`config.mk`:
```
export PLATFORM = sky130hd
export DESIGN_NAME = safety_apu_arbiter
export DESIGN_NICKNAME = d
export VERILOG_FILES = /design/src/rtl/safety_apu_arbiter.sv
export SDC_FILE = /design/constraint.sdc
export NUM_CORES = 1
export LEC_CHECK = 0
export CORE_AREA = 2 2 173 175
export DETAILED_ROUTE_END_ITERATION = 7
export DIE_AREA = 0 0 175 177
export GPL_TIMING_DRIVEN = 1
export PLACE_DENSITY = 0.52
export SLEW_MARGIN = 5
export SYNTH_ARGS = -nofsm -noshare
export SYNTH_HDL_FRONTEND = slang
export SYNTH_SLANG_ARGS = --single-unit
export TNS_END_PERCENT = 5
```
`constraint.sdc`:
```
create_clock -name clk_i -period 3 [get_ports clk_i]
set_input_delay 0.9 -clock clk_i [delete_from_list [all_inputs] [get_ports clk_i]]
set_output_delay 0.9 -clock clk_i [all_outputs]
set_load 0.005 [all_outputs]
```
`src/rtl/safety_apu_arbiter.sv`:
```
// Shares a single APU/FPU between NumReq cores: round-robin issue with request lock,
// and an in-order owner FIFO that routes every FPU result back to the core that issued it.
module safety_apu_arbiter #(
    parameter int NumReq         = 2,
    parameter int MaxOutstanding = 4,
    parameter int NumArgs        = 3,
    parameter int OpWidth        = 6,
    parameter int InFlagsWidth   = 15,
    parameter int OutFlagsWidth  = 5,
    localparam int IdxW = (NumReq > 1) ? $clog2(NumReq) : 1,
    localparam int PtrW = (MaxOutstanding > 1) ? $clog2(MaxOutstanding) : 1,
    localparam int CntW = $clog2(MaxOutstanding + 1)
) (
    input  logic                                    clk_i,
    input  logic                                    rst_ni,
    input  logic [NumReq-1:0]                       apu_req_i,
    output logic [NumReq-1:0]                       apu_gnt_o,
    input  logic [NumReq-1:0][NumArgs-1:0][31:0]    apu_operands_i,
    input  logic [NumReq-1:0][OpWidth-1:0]          apu_op_i,
    input  logic [NumReq-1:0][InFlagsWidth-1:0]     apu_flags_i,
    output logic [NumReq-1:0]                       apu_rvalid_o,
    output logic [31:0]                             apu_result_o,
    output logic [OutFlagsWidth-1:0]                apu_rflags_o,
    output logic                                    fpu_req_o,
    input  logic                                    fpu_gnt_i,
    output logic [NumArgs-1:0][31:0]                fpu_operands_o,
    output logic [OpWidth-1:0]                      fpu_op_o,
    output logic [InFlagsWidth-1:0]                 fpu_flags_o,
    input  logic                                    fpu_rvalid_i,
    input  logic [31:0]                             fpu_result_i,
    input  logic [OutFlagsWidth-1:0]                fpu_rflags_i,
    output logic [CntW-1:0]                         outstanding_o,
    output logic                                    rsp_err_o
);

    logic [IdxW-1:0] rr_q, rr_d;
    logic [IdxW-1:0] lock_idx_q, lock_idx_d;
    logic            lock_q, lock_d;
    logic [IdxW-1:0] fifo_q [MaxOutstanding];
    logic [IdxW-1:0] fifo_d [MaxOutstanding];
    logic [PtrW-1:0] wr_q, wr_d, rd_q, rd_d;
    logic [CntW-1:0] cnt_q, cnt_d;
    logic            err_q, err_d;

    logic [IdxW-1:0] win_s, sel_s, head_s;
    logic            found_s, any_req_s, lock_drop_s, full_s, empty_s;
    logic            req_s, push_s, pop_s;
    int              cand_s;

    // Round-robin winner search starting at the pointer, wrapping modulo NumReq
    always_comb begin
        win_s   = '0;
        found_s = 1'b0;
        cand_s  = 0;
        for (int i = 0; i < NumReq; i++) begin
            cand_s = int'(rr_q) + i;
            if (cand_s >= NumReq) begin
                cand_s = cand_s - NumReq;
            end else begin
                cand_s = cand_s;
            end
            if (!found_s && apu_req_i[cand_s]) begin
                win_s   = IdxW'(cand_s);
                found_s = 1'b1;
            end else begin
                found_s = found_s;
            end
        end
    end

    // Issue-side selection; a locked requester keeps the FPU until it is granted
    always_comb begin
        if (lock_q) begin
            sel_s = lock_idx_q;
        end else begin
            sel_s = win_s;
        end
        any_req_s   = |apu_req_i;
        lock_drop_s = lock_q & ~apu_req_i[lock_idx_q];
        full_s      = (cnt_q == CntW'(MaxOutstanding));
        empty_s     = (cnt_q == CntW'(0));
        // Full is judged on the registered count so a same-cycle pop never feeds the request
        req_s       = rst_ni & any_req_s & ~full_s & ~lock_drop_s;
        push_s      = req_s & fpu_gnt_i;
        pop_s       = fpu_rvalid_i & ~empty_s;
        head_s      = fifo_q[rd_q];
    end

    // Request payload, grants and result routing
    always_comb begin
        fpu_req_o      = req_s;
        fpu_operands_o = '0;
        fpu_op_o       = '0;
        fpu_flags_o    = '0;
        apu_gnt_o      = '0;
        apu_rvalid_o   = '0;
        if (req_s) begin
            fpu_operands_o = apu_operands_i[sel_s];
            fpu_op_o       = apu_op_i[sel_s];
            fpu_flags_o    = apu_flags_i[sel_s];
        end else begin
            fpu_operands_o = '0;
        end
        for (int w = 0; w < NumReq; w++) begin
            apu_gnt_o[w]    = push_s & (sel_s == IdxW'(w));
            apu_rvalid_o[w] = pop_s & (head_s == IdxW'(w));
        end
        apu_result_o  = fpu_result_i;
        apu_rflags_o  = fpu_rflags_i;
        outstanding_o = cnt_q;
        rsp_err_o     = err_q;
    end

    // Next-state for pointer, lock, owner FIFO, occupancy and error flag
    always_comb begin
        rr_d       = rr_q;
        lock_d     = lock_q;
        lock_idx_d = lock_idx_q;
        fifo_d     = fifo_q;
        wr_d       = wr_q;
        rd_d       = rd_q;
        cnt_d      = cnt_q;
        err_d      = err_q | (fpu_rvalid_i & empty_s);

        if (push_s) begin
            lock_d = 1'b0;
            if (sel_s == IdxW'(NumReq - 1)) begin
                rr_d = '0;
            end else begin
                rr_d = sel_s + IdxW'(1);
            end
            fifo_d[wr_q] = sel_s;
            if (wr_q == PtrW'(MaxOutstanding - 1)) begin
                wr_d = '0;
            end else begin
                wr_d = wr_q + PtrW'(1);
            end
        end else if (req_s) begin
            lock_d     = 1'b1;
            lock_idx_d = sel_s;
        end else if (lock_drop_s) begin
            lock_d = 1'b0;
        end else begin
            lock_d = lock_q;
        end

        if (pop_s) begin
            if (rd_q == PtrW'(MaxOutstanding - 1)) begin
                rd_d = '0;
            end else begin
                rd_d = rd_q + PtrW'(1);
            end
        end else begin
            rd_d = rd_q;
        end

        case ({push_s, pop_s})
            2'b10:   cnt_d = cnt_q + CntW'(1);
            2'b01:   cnt_d = cnt_q - CntW'(1);
            default: cnt_d = cnt_q;
        endcase
    end

    // State registers, cleared asynchronously
    always_ff @(posedge clk_i or negedge rst_ni) begin
        if (!rst_ni) begin
            rr_q       <= '0;
            lock_q     <= 1'b0;
            lock_idx_q <= '0;
            wr_q       <= '0;
            rd_q       <= '0;
            cnt_q      <= '0;
            err_q      <= 1'b0;
            for (int i = 0; i < MaxOutstanding; i++) begin
                fifo_q[i] <= '0;
            end
        end else begin
            rr_q       <= rr_d;
            lock_q     <= lock_d;
            lock_idx_q <= lock_idx_d;
            wr_q       <= wr_d;
            rd_q       <= rd_d;
            cnt_q      <= cnt_d;
            err_q      <= err_d;
            for (int i = 0; i < MaxOutstanding; i++) begin
                fifo_q[i] <= fifo_d[i];
            end
        end
    end

endmodule

```
==> results.py <==
metrics = {
    "logic_synthesis": {
        "synth_area_leaders": "nand2_1 (32%), a21oi_1 (22%), dfrtp_1 (14%)",
        "synth_largest_area_cell": "nand2_1",
        "synth_edf_count": 0,
        "avgSynthCellArea_sq_um": 5.40,
        "async_reset_ff_share_pct": 100,
        "synthFlopType": "dfrtp_1",
        "ys_ff_latch": 15,
        "ys_seq_area_share_pct": 13.8,
        "syn-cell-area_sq_um": 2730,
        "ys_warn_count": 0,
        "synth_cell_types": 31,
        "synth_top_area_share_pct": 32.5,
        "syn_nets": 789,
        "synth_cells": 505,
    },
    "timing": {
        "slew_viol_final": 0,
        "finalSetupTns_ns": -2.54,
        "setup_violations": 63,
        "maxSlewHeadroom_pct": 83.7,
        "rsz0062_at_grt": "yes",
        "tightest_slew_ns": 0.244,
        "clock-skew-final_ns": 0.00339,
        "hold_violations": 0,
        "min_period_ns": 3.10,
        "fmax_ghz": 0.323,
        "holdWs_ns": 0.460,
        "fin_crit_sh_pct": 103,
        "worst_slack_ns": -0.101,
    },
    "cts": {
        "clk_latency_ns": 0.24,
        "cts_root_buffer": "clkbuf_16",
        "postCtsHoldBufs": 0,
        "cts_tree": "done",
        "htreeDepth": 1,
        "clkTransAtPathRegs_ns": 0.05,
        "clock_sinks": 15,
        "clk_path_buf_depth": 2,
        "cts_made_buffers": 3,
    },
    "placement": {
        "gp_congestion": 0.801,
        "portBuffers": 365,
        "dpl.hpwl_um": 14400,
    },
    "detailed_routing": {
        "first_iter_violations": 154,
        "wire_per_inst_um": 15.9,
        "dr_wl_met2_um": 9920,
        "viasPerCell": 3.77,
        "route.met3.wl_um": 1530,
        "detail_route.wirelength_um": 20200,
        "drtAntennaViolNets": 0,
        "m1WireLength_um": 8590,
        "drc": 0,
        "firstDrtPassIters": 6,
        "vias": 4789,
        "top_layer": "met4",
    },
    "grt": {
        "grt_use_total_pct": 11.9,
        "grt_pass1_wl_um": 28700,
        "grt_pass1_vias": 4860,
        "grt-ovfl-total": 0,
        "grt_start_max_net_pins": 28,
        "antenna_found_initial": 0,
    },
    "run": {
        "drv_cap": 0,
    },
    "power": {
        "powerDensity_nw_per_um2": 719,
        "net-switching-power_w": 0.00249,
        "p_leak_nw": 3.34,
        "seqPwrFrac_pct": 7.4,
        "pwr-share-comb_pct": 87.8,
        "p_int_w": 0.00292,
        "ir_drop_v": 0.000348,
        "p_clk_share_pct": 4.8,
        "sw_frac_of_total_pct": 46.1,
    },
    "hold_path": {
        "worst_hold_path.endpoint": "rsp_err_o$_DFF_PN0_",
        "hold_path_startpoint": "rsp_err_o$_DFF_PN0_",
        "min_path_cells": 1,
        "hp-class": "reg -> reg",
    },
    "critical_path": {
        "endpoint_kind": "output pin",
        "worst-path-buf-inv": 6,
        "cpMostUsedCell": "buf_6",
        "cpLargestDelayFamily": "buffers and inverters",
        "critical_path_arrival_ns": 2.20,
        "cp_max_fo": 4,
        "worst-path-stages": 10,
        "crit_path_cell_trace": "buf_8 > nor2b_4 > o31ai_4 > buf_6 > buf_6 > buf_16 > buf_6 > nand2_2 > a21oi_2 > buf_2",
        "max_stage_delay_ns": 0.21,
        "cpMaxStageDelayCell": "o31ai_4",
        "ff2ff_setup_slack_ns": 0.60,
        "worstRegToRegCells": 12,
        "path_class": "in -> out",
        "reg2reg_to": "outstanding_o[2]$_DFFE_PN0P_",
        "cp_data_required_time_ns": 2.10,
        "critPathLaunchType": "input port",
        "r2r_start": "lock_idx_q$_DFFE_PN0P_",
    },
    "finish": {
        "drive_gt1_share_pct": 38.4,
        "mostFrequentLayoutCells": "clkdlybuf4s50_1 (240), nand2_1 (204), buf_2 (116), a21oi_2 (84), a21oi_1 (34)",
        "num-nets-final": 1165,
        "final_common_cell": "clkdlybuf4s50_1",
        "fillers": 3233,
        "insertedDiodeCount": 0,
        "syn2layout_area_growth_pct": 175,
    },
    "die": {
        "fp.dieH_um": 177,
        "ioPinCount": 440,
        "fp.dieW_um": 175,
        "rows": 63,
        "core_area_sq_um": 29200,
        "initial_core_util_pct": 9.33,
        "die_area_sq_um": 31000,
    },
    "status": {
        "violations": "negative setup slack",
        "status": "complete, but fails checks",
    },
}
-- registers in the layout, indices dropped and copies added, names as in the netlist --
name and cells:
outstanding_o 3, lock_q 1, lock_idx_q 1, rd_q 2
rsp_err_o 1, fifo_q 4, rr_q 1, wr_q 2
-- synthesized netlist by cell type, drive strengths merged (2+ instances only) --
library cell / instances
nor2: 6
clkbuf: 16
nor3: 2
mux2i: 2
nand2: 236
nor2b: 2
buf: 61
a31oi: 9
a21o: 2
xor2: 2
o21ai: 6
ha: 6
a21oi: 120
inv: 9
dfrtp: 15
-- power by group through the flow --
stage / Clock, W / Combinational (W) / Sequential, W
2_1_floorplan: 0 / 0.00164 / 0.000386
3_3_place_gp: 0 / 0.00388 / 0.000394
3_5_place_dp: 0 / 0.00389 / 0.000397
4_1_cts: 0.000264 / 0.00469 / 0.000400
5_1_grt: 0.000271 / 0.00519 / 0.000416
6_report: 0.000259 / 0.00475 / 0.000400
-- cell families after synthesis --
family                   share of synthesized area, %
XOR/XNOR                                        0.963
adder cells (fa/ha/maj)                          3.48
flip-flops                                       13.8
AND/OR/NAND/NOR                                  34.9
multiplexers                                     1.97
AO/OA/AOI/OAI                                    26.9
buffers and inverters                            18.1
-- repair_timing --
| action | 4_1_cts | 5_1_grt |
|---|---|---|
| endpoints found under the setup margin | 123 | 120 |
| buffers inserted | 21 | 0 |
| pin swaps | 81 | 19 |
| resized for setup | 592 | 74 |
| cloned | 11 | 1 |
-- worst max path at each step --
stage                             from            endpoint
final                     apu_req_i[0]      fpu_flags_o[0]
after global routing      apu_req_i[0]      fpu_flags_o[0]
after CTS                 apu_req_i[1]  fpu_operands_o[71]
after detailed placement  apu_req_i[0]  fpu_operands_o[12]
after global placement    apu_req_i[0]  fpu_operands_o[91]
after floorplan           apu_req_i[0]  fpu_operands_o[10]
-- worst register-to-register path: stages, from the launching register on --
cell,delay [ns]
dfrtp_1,0.44
mux2i_4,0.22
a221o_4,0.42
buf_16,0.16
nor2_4,0.08
inv_2,0.05
buf_4,0.13
ha_1,0.20
inv_1,0.07
fa_1,0.17
xor2_1,0.14
nor2_1,0.06
xor2_1,0.14
-- cell type report --
class	instances	area, sq um	area share, %
clock buffer	4	78.8	1.05
inverter	10	42.5	0.566
multi-input combinational	403	2340	31.1
sequential	15	375	5.00
tap	390	488	6.49
timing repair buffer	448	4190	55.8
-- stage by stage --
step                worst slack, ns  instances  utilization [%]  total power, W  area, sq um
floorplan                     0.175        505                -         0.00202         2730
global placement             -0.923       1237             23.9         0.00427         6980
detailed placement           -0.929       1237             23.9         0.00428         6980
CTS                          -0.203       1272             25.3         0.00536         7390
global route                 -0.185       1270             25.7         0.00587         7510
finish                       -0.101       1270             25.7         0.00541         7510
-- per-layer routing --
| layer | track usage [%] | up-vias |
|---|---|---|
| met5 | 0 | - |
| met4 | 1.46 | 0 |
| met1 | 15.2 | 2185 |
| met2 | 21.1 | 221 |
| met3 | 2.60 | 14 |
| li1 | - | 2369 |
(Power assumes the default switching activity.)
